$ cat config.mk
export PLATFORM = sky130hd
export DESIGN_NAME = serial_adder_n
export DESIGN_NICKNAME = d
export VERILOG_FILES = /design/src/rtl/serial_adder_pkg.sv /design/src/rtl/serial_adder_n_fa_cell.sv /design/src/rtl/serial_adder_n.sv
export SDC_FILE = /design/constraint.sdc
export NUM_CORES = 1
export LEC_CHECK = 0
export ABC_AREA = 0
export CELL_PAD_IN_SITES_DETAIL_PLACEMENT = 1
export CELL_PAD_IN_SITES_GLOBAL_PLACEMENT = 2
export CORE_ASPECT_RATIO = 0.9
export CORE_MARGIN = 4
export CORE_UTILIZATION = 30
export CTS_CLUSTER_DIAMETER = 200
export DETAILED_ROUTE_END_ITERATION = 8
export DONT_BUFFER_PORTS = 1
export GPL_TIMING_DRIVEN = 1
export PLACE_DENSITY_LB_ADDON = 0.25
export SYNTH_ARGS = -nofsm -noshare
export SYNTH_HDL_FRONTEND = slang
export SYNTH_HIERARCHICAL = 1
export SYNTH_SLANG_ARGS = --single-unit
$ cat constraint.sdc
create_clock -name clk -period 3.9 [get_ports clk]
set_input_delay 0.78 -clock clk [delete_from_list [all_inputs] [get_ports clk]]
set_output_delay 0.78 -clock clk [all_outputs]
set_load 0.03 [all_outputs]
$ cat src/rtl/serial_adder_pkg.sv
// Shared types and limits for the bit-serial adder.
package serial_adder_pkg;

   localparam int MAX_WIDTH = 32;

   typedef enum logic [1:0] {IDLE, SHIFT, DONE} sa_state_t;

endpackage

$ cat src/rtl/serial_adder_n_fa_cell.sv
// Single-bit full-adder cell reused once per clock by the serial adder.
module fa_cell (
   input  logic x,
   input  logic y,
   input  logic ci,
   output logic s,
   output logic co
);

   assign s  = x ^ y ^ ci;
   assign co = (x & y) | (ci & (x ^ y));

endmodule

$ cat src/rtl/serial_adder_n.sv
// WIDTH-bit bit-serial ripple adder with start/busy/done handshake.
// Define SERIAL_ADDER_SUB_EN to add the sub port (a - b via ~b and carry-in 1).
module serial_adder_n
   import serial_adder_pkg::*;
#(
   parameter int WIDTH = 8
) (
   input  logic             clk,
   input  logic             rst,
   input  logic             start,
`ifdef SERIAL_ADDER_SUB_EN
   input  logic             sub,
`endif
   input  logic [WIDTH-1:0] a,
   input  logic [WIDTH-1:0] b,
   input  logic             cin,
   output logic             busy,
   output logic             done,
   output logic [WIDTH-1:0] sum,
   output logic             cout,
   output logic             ovf
);

   localparam int              CNT_W = $clog2(WIDTH + 1);
   localparam logic [CNT_W-1:0] LAST = CNT_W'(WIDTH - 1);

   if (WIDTH < 1 || WIDTH > MAX_WIDTH) begin : g_bad_width
      $error("serial_adder_n: WIDTH out of range 1..MAX_WIDTH");
   end

   sa_state_t        state_q, state_d;
   logic [WIDTH-1:0] sha_q, sha_d;
   logic [WIDTH-1:0] shb_q, shb_d;
   logic [WIDTH-1:0] res_q, res_d;
   logic [WIDTH-1:0] sum_q, sum_d;
   logic [CNT_W-1:0] cnt_q, cnt_d;
   logic             carry_q, carry_d;
   logic             cout_q, cout_d;
   logic             ovf_q, ovf_d;

   logic             fa_s, fa_co;
   logic [WIDTH-1:0] res_shift;
   logic [WIDTH-1:0] b_load;
   logic             c_load;

`ifdef SERIAL_ADDER_SUB_EN
   assign b_load = sub ? ~b : b;
   assign c_load = sub ? 1'b1 : cin;
`else
   assign b_load = b;
   assign c_load = cin;
`endif

   fa_cell u_fa (
      .x  (sha_q[0]),
      .y  (shb_q[0]),
      .ci (carry_q),
      .s  (fa_s),
      .co (fa_co)
   );

   // New bit enters at the MSB; written as a shift so WIDTH = 1 needs no special slice.
   assign res_shift = (res_q >> 1) | (WIDTH'(fa_s) << (WIDTH - 1));

   always_comb begin
      // NOTE: every next-state signal gets its hold value first so no path infers a latch.
      state_d = state_q;
      sha_d   = sha_q;
      shb_d   = shb_q;
      res_d   = res_q;
      carry_d = carry_q;
      cnt_d   = cnt_q;
      sum_d   = sum_q;
      cout_d  = cout_q;
      ovf_d   = ovf_q;

      unique case (state_q)
         IDLE, DONE: begin
            state_d = IDLE;
            if (start) begin
               sha_d   = a;
               shb_d   = b_load;
               carry_d = c_load;
               cnt_d   = '0;
               state_d = SHIFT;
            end
         end
         SHIFT: begin
            sha_d   = sha_q >> 1;
            shb_d   = shb_q >> 1;
            res_d   = res_shift;
            carry_d = fa_co;
            cnt_d   = cnt_q + CNT_W'(1);
            if (cnt_q == LAST) begin
               sum_d   = res_shift;
               cout_d  = fa_co;
               ovf_d   = fa_co ^ carry_q;
               state_d = DONE;
            end
         end
         default: state_d = IDLE;
      endcase
   end

   // NOTE: the datapath registers are reset too, so no stale operand survives an aborted operation.
   always_ff @(posedge clk or posedge rst) begin
      if (rst) begin
         state_q <= IDLE;
         sha_q   <= '0;
         shb_q   <= '0;
         res_q   <= '0;
         carry_q <= 1'b0;
         cnt_q   <= '0;
         sum_q   <= '0;
         cout_q  <= 1'b0;
         ovf_q   <= 1'b0;
      end else begin
         // NOTE: non-blocking updates so every register sees pre-edge values of the others.
         state_q <= state_d;
         sha_q   <= sha_d;
         shb_q   <= shb_d;
         res_q   <= res_d;
         carry_q <= carry_d;
         cnt_q   <= cnt_d;
         sum_q   <= sum_d;
         cout_q  <= cout_d;
         ovf_q   <= ovf_d;
      end
   end

   assign busy = (state_q == SHIFT);
   assign done = (state_q == DONE);
   assign sum  = sum_q;
   assign cout = cout_q;
   assign ovf  = ovf_q;

endmodule

Yosys cells after proc, flatten, opt, wreduce, memory -nomap -nowiden
Cells that the tools add are included.
{"block": "word_totals", "register_bits": 41, "output_inout_bits": 12}
{"block": "op_classes", "n_addsub": 1, "eq_ne": 5, "n_mux": 11, "bitwise": 7, "reduce_logical": 5}
{"cell": "$pmux W8 S2", "count": 2}
{"cell": "$mux W8", "count": 2}
{"cell": "$or A7 B8 Y8", "count": 1}
{"cell": "$pmux W4 S2", "count": 1}
{"cell": "$add A4 B1 Y4 const B", "count": 1}
{"cell": "$eq A4 B3 Y1 const B", "count": 1}
{"cell": "$mux W4", "count": 1}
{"cell": "$pmux W2 S2", "count": 1}
{"cell": "$reduce_and A2 Y1", "count": 2}
{"cell": "$xor A1 B1 Y1", "count": 3}
{"cell": "$and A1 B1 Y1", "count": 2}
{"cell": "$eq A2 B1 Y1 const B", "count": 1}
{"cell": "$eq A2 B2 Y1 const B", "count": 1}
{"cell": "$logic_not A2 Y1", "count": 1}
{"cell": "$mux W1", "count": 2}
{"cell": "$mux W2", "count": 1}
{"cell": "$ne A2 B1 Y1 const B", "count": 1}
{"cell": "$ne A2 B2 Y1 const B", "count": 1}
{"cell": "$pmux W1 S2", "count": 1}
{"cell": "$reduce_bool A2 Y1", "count": 1}
{"cell": "$reduce_or A2 Y1", "count": 1}
{"cell": "$or A1 B1 Y1", "count": 1}

Logic depth before layout (Yosys ltp)
Gate-level depths: netlist of the first run.
{"block": "depth", "depth_word": 4, "mapped_depth": 5, "depth_no_buf": 4}

By module
Netlist of the first run, hierarchy kept.
{"mod": "serial_adder_n", "instances": 1, "cells_per_inst": 132, "area_per_inst_um2": 1700.4}
{"mod": "fa_cell", "instances": 1, "cells_per_inst": 1, "area_per_inst_um2": 20.0}

Least setup slack after synthesis of the first run
OpenSTA, ideal clock, no wires.
{"block": "synth_path", "path_type": "in2reg", "from": "input port start", "to": "register carry_q", "setup_ns": 0.130, "t_arrival_ns": 1.540, "required_ns": 3.770, "setup_slack_ns": 2.230, "cell_stages": 4, "n_path_buf": 1, "path_cell_list": "or2b_2 -> nand2b_1 -> clkbuf_1 -> o21ai_0"}
{"block": "synth_via", "elab_chain_cells": 2}
{"item": "start: declaration", "line": "serial_adder_n.sv:10", "rtl": "input logic start,"}
{"item": "$ne A2 B2 Y1 (no source line)"}
{"item": "$reduce_and A2 Y1 (no source line)"}
{"item": "end signal: assignment", "line": "serial_adder_n.sv:123", "rtl": "carry_q <= carry_d;"}
{"item": "end: declaration", "line": "serial_adder_n.sv:37", "rtl": "logic carry_q, carry_d;"}
Every way passes these cells.
A chain may end at the register's enable or synchronous reset.

Worst setup path in the final report of the first run
{"block": "layout_path", "from": "register state_q[0]", "to": "output port busy"}
{"block": "layout_via", "elab_chain_cells": 1}
{"item": "start: declaration", "line": "serial_adder_n.sv:31", "rtl": "sa_state_t state_q, state_d;"}
{"item": "start signal: assignment", "line": "serial_adder_n.sv:119", "rtl": "state_q <= state_d;"}
{"item": "$eq A2 B1 Y1", "line": "serial_adder_n.sv:131", "rtl": "assign busy = (state_q == SHIFT);"}
{"item": "end: declaration", "line": "serial_adder_n.sv:17", "rtl": "output logic busy,"}
Every way passes these cells.

==> results of run 1 <==
kinds of logic after synthesis:
| group | Yosys count | synth area share |
|---|---|---|
| multiplexers | 19 | 0.1433 |
| AO/OA/AOI/OAI | 35 | 0.1309 |
| XOR/XNOR | 1 | 0.005092 |
| adder cells (fa/ha/maj) | 2 | 0.01891 |
| AND/OR/NAND/NOR | 13 | 0.05527 |
| buffers and inverters | 23 | 0.06473 |
| flip-flops | 40 | 0.5818 |
sequential cells by signal, summed over array words and instances (netlist names):
register  flops
sha_q         8
shb_q         8
res_q         7
cnt_q         4
state_q       2
carry_q       1
cout          1
sum           8
ovf           1
final cells by class:
cell class,instances,area [um^2],area share
sequential,40,1001,0.5333
multi-input combinational,70,608.1,0.3240
tap,67,83.83,0.04467
clock buffer,5,68.82,0.03667
inverter,16,60.06,0.03200
clock inverter,3,47.55,0.02533
timing repair buffer,1,7.507,0.004000
through the flow:
| stage | area, um^2 | hold WS (ps) |
|---|---|---|
| global route | 1877 | 528.9 |
| CTS | 1877 | 495.5 |
| finish | 1877 | 493.3 |
| global placement | 1760 | 482.2 |
| detailed placement | 1760 | 484.0 |
| floorplan | 1720 | 450.9 |
metal layers:
metal | routed length [um] | track usage | vias up
met4 | 30 | 0.04141 | 0
met5 | 0 | 0 | -
li1 | - | - | 463
met1 | 1442 | 0.1233 | 503
met2 | 1566 | 0.1604 | 20
met3 | 245 | 0.04438 | 4
worst register-to-register path, cell delays in order (launching register included):
cell and delay, ps:
dfrtp_1 380, nor2b_4 790, and4b_4 520, mux2_2 360
power groups by stage:
| stage | Clock (W) | Sequential [W] | Combinational (W) |
|---|---|---|---|
| final | 0.000342 | 0.000853 | 0.000567 |
| after global routing | 0.000373 | 0.000884 | 0.000636 |
| after CTS | 0.000353 | 0.000861 | 0.000578 |
| after detailed placement | 0 | 0.000867 | 0.000577 |
| after global placement | 0 | 0.000858 | 0.000555 |
| after floorplan | 0 | 0.000818 | 0.000502 |
path summary, 6_finish.rpt:
path / from / end / slack (ps) / cells after the start
max in group asynchronous: rst / sha_q[5]$_DFFE_PP0P_ / 3050 / 2
worst min register to register: cnt_q[3]$_DFFE_PP0P_ / cnt_q[3]$_DFFE_PP0P_ / 490 / 1
worst max-delay path: state_q[0]$_DFFE_PP0P_ / busy / 1660 / 1
worst max register to register: state_q[0]$_DFFE_PP0P_ / sum[6]$_DFFE_PP0P_ / 1760 / 3
worst min-delay path: cnt_q[3]$_DFFE_PP0P_ / cnt_q[3]$_DFFE_PP0P_ / 490 / 1
min in group asynchronous: rst / cout$_DFFE_PP0P_ / 500 / 2
layout by cell type (no fill, tap or decap), drive strengths merged:
| cell | n |
|---|---|
| o21ai | 15 |
| ha | 1 |
| nand4 | 1 |
| dfrtp | 40 |
| a22o | 3 |
| clkinv | 2 |
| nor2 | 1 |
| nand2 | 3 |
| mux2 | 18 |
| xor2 | 1 |
| a31oi | 1 |
| nand3b | 1 |
| nand2b | 2 |
| buf | 1 |
| a22oi | 15 |
| nor2b | 1 |
| or2b | 1 |
| mux2i | 1 |
| bufinv | 1 |
| a21oi | 1 |
| and4b | 1 |
| and2b | 2 |
| fa | 1 |
| inv | 16 |
| clkbuf | 5 |
==> out/metrics.cfg, run 1 <==
[route]
first_pass_iters = 4
antenna_left = 0
drtIter0Drc = 50
viasPerCell = 4.901
wl_per_cell_um = 16.26
drc = 0
num_vias = 990
wl_um = 3285

[finish]
finalCoreUtilization = 0.3468
area_growth_pct = 9.091
antennaDiodeCount = 0
stdcell_count = 202
final.fill_count = 585
drive_gt1_frac = 0.2370
layout.nets = 156

[die]
start_util = 0.3179
die_area_um2 = 7012
rows = 25
design.core.area_um2 = 5411
io_pins = 32
dieWidth_um = 87.83
die_y_um = 79.84

[clock_tree]
post_cts_buffers = 0
cts.clk_slew.worst_paths_ps = 80
cts_root_buffer = clkbuf_8
cts_resized = 0
cts-buffers-inserted = 5
cts-root-to-sink-buffers = 2
hold_buffers = 0
clkLatencyLatePin_ps = 290
tritoncts = yes
htree_levels = 2
clock-sinks = 40

[worst_setup_path]
cp-start-kind = flop
arrival_ps = 1460
crit_buf_inv = 0
critical-path-top-delay-family = simple AND/OR/NAND/NOR gates
cp-end-kind = output pin
critPathRequiredTime_ps = 3120
crit_path_max_incr_delay_ps = 790
critPathSlowestCell = nor2b_4
crit_fanout = 32
critPathKind = reg -> out
crit_chain = nor2b_4

[global_routing]
grt_pass1_vias = 1091
grt_max_degree = 41
antenna_found_initial = 0
grt_pass1_wl_um = 5444
grt_overflow = 0
grt.total_usage = 0.1026

[pwr]
p_clk_frac = 0.194
seqPwrFrac = 0.484
swShare = 0.3781
combinationalPowerShare = 0.322
ir_drop_uv = 504.6
powerDensity_nw_per_um2 = 938.8
p_total_w = 0.001762
intPower_w = 0.001096
p_leak_nw = 0.8515
switchingPower_w = 0.0006661

[sta]
slew_headroom = 0.3692
final-hold-violation-count = 0
fin_setup_tns_ps = 0
worst_slew_pin_slew_ps = 944.2
grt_setup_unrepaired = false
setup_viol = 0
fmax_mhz = 447.0
final.period_utilization = 0.5737
min_period_ps = 2237
drv_slew = 0
setup_ws_ps = 1663
clock_skew_ps = 9.672

[synth]
ys_seq_area_frac = 0.5818
avgSynthCellArea_um2 = 12.94
yosysMostFrequentCell = dfrtp_1
syn_inst = 133
ys_seq_elements = 40
yosysWarnings = 6
synth_top_area_cell = dfrtp_1
netlist-cell-type-count = 26
async_flop_share = 1.000
synthFlopType = dfrtp_1
synth-edff-count = 0
syn_nets = 155
synth_top_area_share = 0.5818
synth_area_um2 = 1720
synth_common_cells = dfrtp_1, inv_1, a22oi_1, o21ai_0
synthTopCellsByArea = dfrtp_1, mux2_4, a22oi_1, mux2_2, o21ai_0

[placed_design]
hpwl_um = 2320
pre_cts_slack_ps = 1745
place_congestion = 0.7347
dpl.cell_count = 194
portBuffers = 0

[flow_run]
cap_violations = 0

[run_status]
status = finished, final reports clean

[min_path]
hp-class = reg -> reg

(Power assumes the default switching activity.)
==> inputs of run 2 (changes only) <==
clock period = 2.25 ns   (was 3.9 ns; I/O delays follow)
==> run 2 against run 1 <==
Effect of this change:
- clock skew shrank 3.7 ps
- sequential cell count is the same
- critical path depth grew 1
- register-to-register slack lost 1200 ps
- global-route usage grew 0.95 points
- combinational power grew 80%
- final area grew 0.53%
- via count grew 0.51%
- count of clock-buffer cells in the layout is the same
- critical path type unchanged
- largest cell class unchanged
- largest power group unchanged
==> out/metrics.cfg, run 2 (same netlist as run 1, synthesis figures left out) <==
[min_path]
hp-class = in -> async  ; was reg -> reg

[pwr]
combinationalPowerShare = 0.330  ; was 0.322
intPower_w = 0.001920  ; was 0.001096 W
swShare = 0.3761  ; was 0.3781
p_clk_frac = 0.190  ; was 0.194
ir_drop_uv = 673.2  ; was 504.6 uV
switchingPower_w = 0.001158  ; was 0.0006661 W
powerDensity_nw_per_um2 = 1631  ; was 938.8 nW/um^2
p_leak_nw = 0.8566  ; was 0.8515 nW
seqPwrFrac = 0.480  ; was 0.484

[route]
first_pass_iters = 4  ; unchanged
antenna_left = 0  ; unchanged
drc = 0  ; unchanged
wl_um = 3382  ; was 3285 um
viasPerCell = 4.877  ; was 4.901
wl_per_cell_um = 16.58  ; was 16.26 um
num_vias = 995  ; was 990
drtIter0Drc = 75  ; was 50

[clock_tree]
htree_levels = 2  ; unchanged
tritoncts = yes  ; unchanged
clkLatencyLatePin_ps = 290  ; about the same
cts_resized = 0  ; unchanged
cts.clk_slew.worst_paths_ps = 80  ; about the same
post_cts_buffers = 0  ; unchanged
cts-buffers-inserted = 5  ; unchanged
hold_buffers = 0  ; unchanged
clock-sinks = 40  ; unchanged
cts-root-to-sink-buffers = 2  ; unchanged
cts_root_buffer = clkbuf_8  ; unchanged

[worst_setup_path]
critPathKind = reg -> out  ; unchanged
crit_buf_inv = 1  ; was 0
crit_chain = nor2b_4 > buf_4  ; was nor2b_4
critPathRequiredTime_ps = 1800  ; was 3120 ps
cp-end-kind = output pin  ; unchanged
crit_path_max_incr_delay_ps = 380  ; was 790 ps
reg2reg_slack_ps = 610  ; was 1760 ps
arrival_ps = 1230  ; was 1460 ps
critPathSlowestCell = dfrtp_1  ; was nor2b_4
cp-start-kind = flop  ; unchanged
crit_fanout = 12  ; was 32
critical-path-top-delay-family = flip-flops  ; was simple AND/OR/NAND/NOR gates

[sta]
setup_ws_ps = 567.6  ; was 1663 ps
fin_setup_tns_ps = 0  ; unchanged
final-hold-violation-count = 0  ; unchanged
clock_skew_ps = 5.973  ; was 9.672 ps
fmax_mhz = 594.4
slew_headroom = 0.6333  ; was 0.3692
min_period_ps = 1682
grt_setup_unrepaired = false  ; unchanged
worst_slew_pin_slew_ps = 550.1  ; was 944.2 ps
setup_viol = 0  ; unchanged
drv_slew = 0  ; unchanged
final.period_utilization = 0.7477

[global_routing]
antenna_found_initial = 0  ; unchanged
grt_max_degree = 41  ; unchanged
grt.total_usage = 0.1122  ; was 0.1026
grt_pass1_vias = 1130  ; was 1091
grt_pass1_wl_um = 5858  ; was 5444 um
grt_overflow = 0  ; unchanged

[die]
design.core.area_um2 = 5411  ; unchanged
start_util = 0.3179  ; unchanged
io_pins = 32  ; unchanged
die_y_um = 79.84  ; unchanged
die_area_um2 = 7012  ; unchanged
rows = 25  ; unchanged
dieWidth_um = 87.83  ; unchanged

[finish]
antennaDiodeCount = 0  ; unchanged
drive_gt1_frac = 0.2482  ; was 0.2370
area_growth_pct = 9.673  ; was 9.091%
final_cell_mix = dfrtp_1, inv_1, a22oi_1, o21ai_0  ; unchanged
layout.nets = 158  ; was 156
final_common_cell = dfrtp_1  ; unchanged

[placed_design]
place_congestion = 0.6686  ; was 0.7347
pre_cts_slack_ps = 599.7  ; was 1745 ps
portBuffers = 0  ; unchanged
hpwl_um = 2302  ; was 2320 um

[flow_run]
cap_violations = 0  ; unchanged

[run_status]
status = finished, final reports clean  ; unchanged

-- run 2: cell count changes in the layout (fill, tap and decap cells not counted), sizes merged --
| cell | delta |
|---|---|
| buf | +2 |
| clkinv | -1 |
| clkinvlp | +1 |
-- run 2: routing by layer --
layer / up-vias / part of all wire / track usage
li1: 464 / - / -
met1: 499 / 0.46 / 0.1432
met2: 25 / 0.46 / 0.1672
met3: 7 / 0.059 / 0.04231
met4: 0 / 0.021 / 0.05061
met5: - / 0 / 0
-- run 2: path summary, 6_finish.rpt --
kind                       depth (start not counted)                    to                   start
max                                                2                  busy  state_q[0]$_DFFE_PP0P_
min                                                2    sum[0]$_DFFE_PP0P_                     rst
max reg2reg                                        3    sum[6]$_DFFE_PP0P_  state_q[0]$_DFFE_PP0P_
min reg2reg                                        1  sha_q[7]$_DFFE_PP0P_    sha_q[7]$_DFFE_PP0P_
max in group asynchronous                          2   carry_q$_DFFE_PP0P_                     rst
min in group clk                                   2  sha_q[5]$_DFFE_PP0P_                    a[5]
-- run 2: area by class of cell --
| cell class | count | area (um^2) |
|---|---|---|
| Tap cell | 67 | 83.83 |
| Inverter | 16 | 60.06 |
| Timing Repair Buffer | 3 | 22.52 |
| Sequential cell | 40 | 1001 |
| Multi-Input combinational cell | 70 | 608.1 |
| Clock buffer | 5 | 68.82 |
| Clock inverter | 3 | 42.54 |
| Fill cell | 581 | 3525 |
-- run 2: power groups by stage --
stage	registers (W)	logic (W)	clock network (W)
2_1_floorplan	0.00142	0.000870	0
3_3_place_gp	0.00148	0.000998	0
3_5_place_dp	0.00149	0.00103	0
4_1_cts	0.00149	0.00104	0.000617
5_1_grt	0.00153	0.00114	0.000651
6_report	0.00148	0.00102	0.000585
-- run 2: metrics by stage --
| step | utilization | cell area [um^2] | cells | hold slack (ps) | power, W |
|---|---|---|---|---|---|
| 4_1_cts | 0.3487 | 1887 | 204 | 172.7 | 0.003139 |
| 2_1_floorplan | - | 1720 | 133 | 450.9 | 0.002288 |
| 6_report | 0.3487 | 1887 | 204 | 166.7 | 0.003078 |
| 3_5_place_dp | 0.3281 | 1775 | 196 | 489.6 | 0.002529 |
| 5_1_grt | 0.3487 | 1887 | 204 | 237.0 | 0.003321 |
| 3_3_place_gp | 0.3281 | 1775 | 196 | 478.9 | 0.002480 |
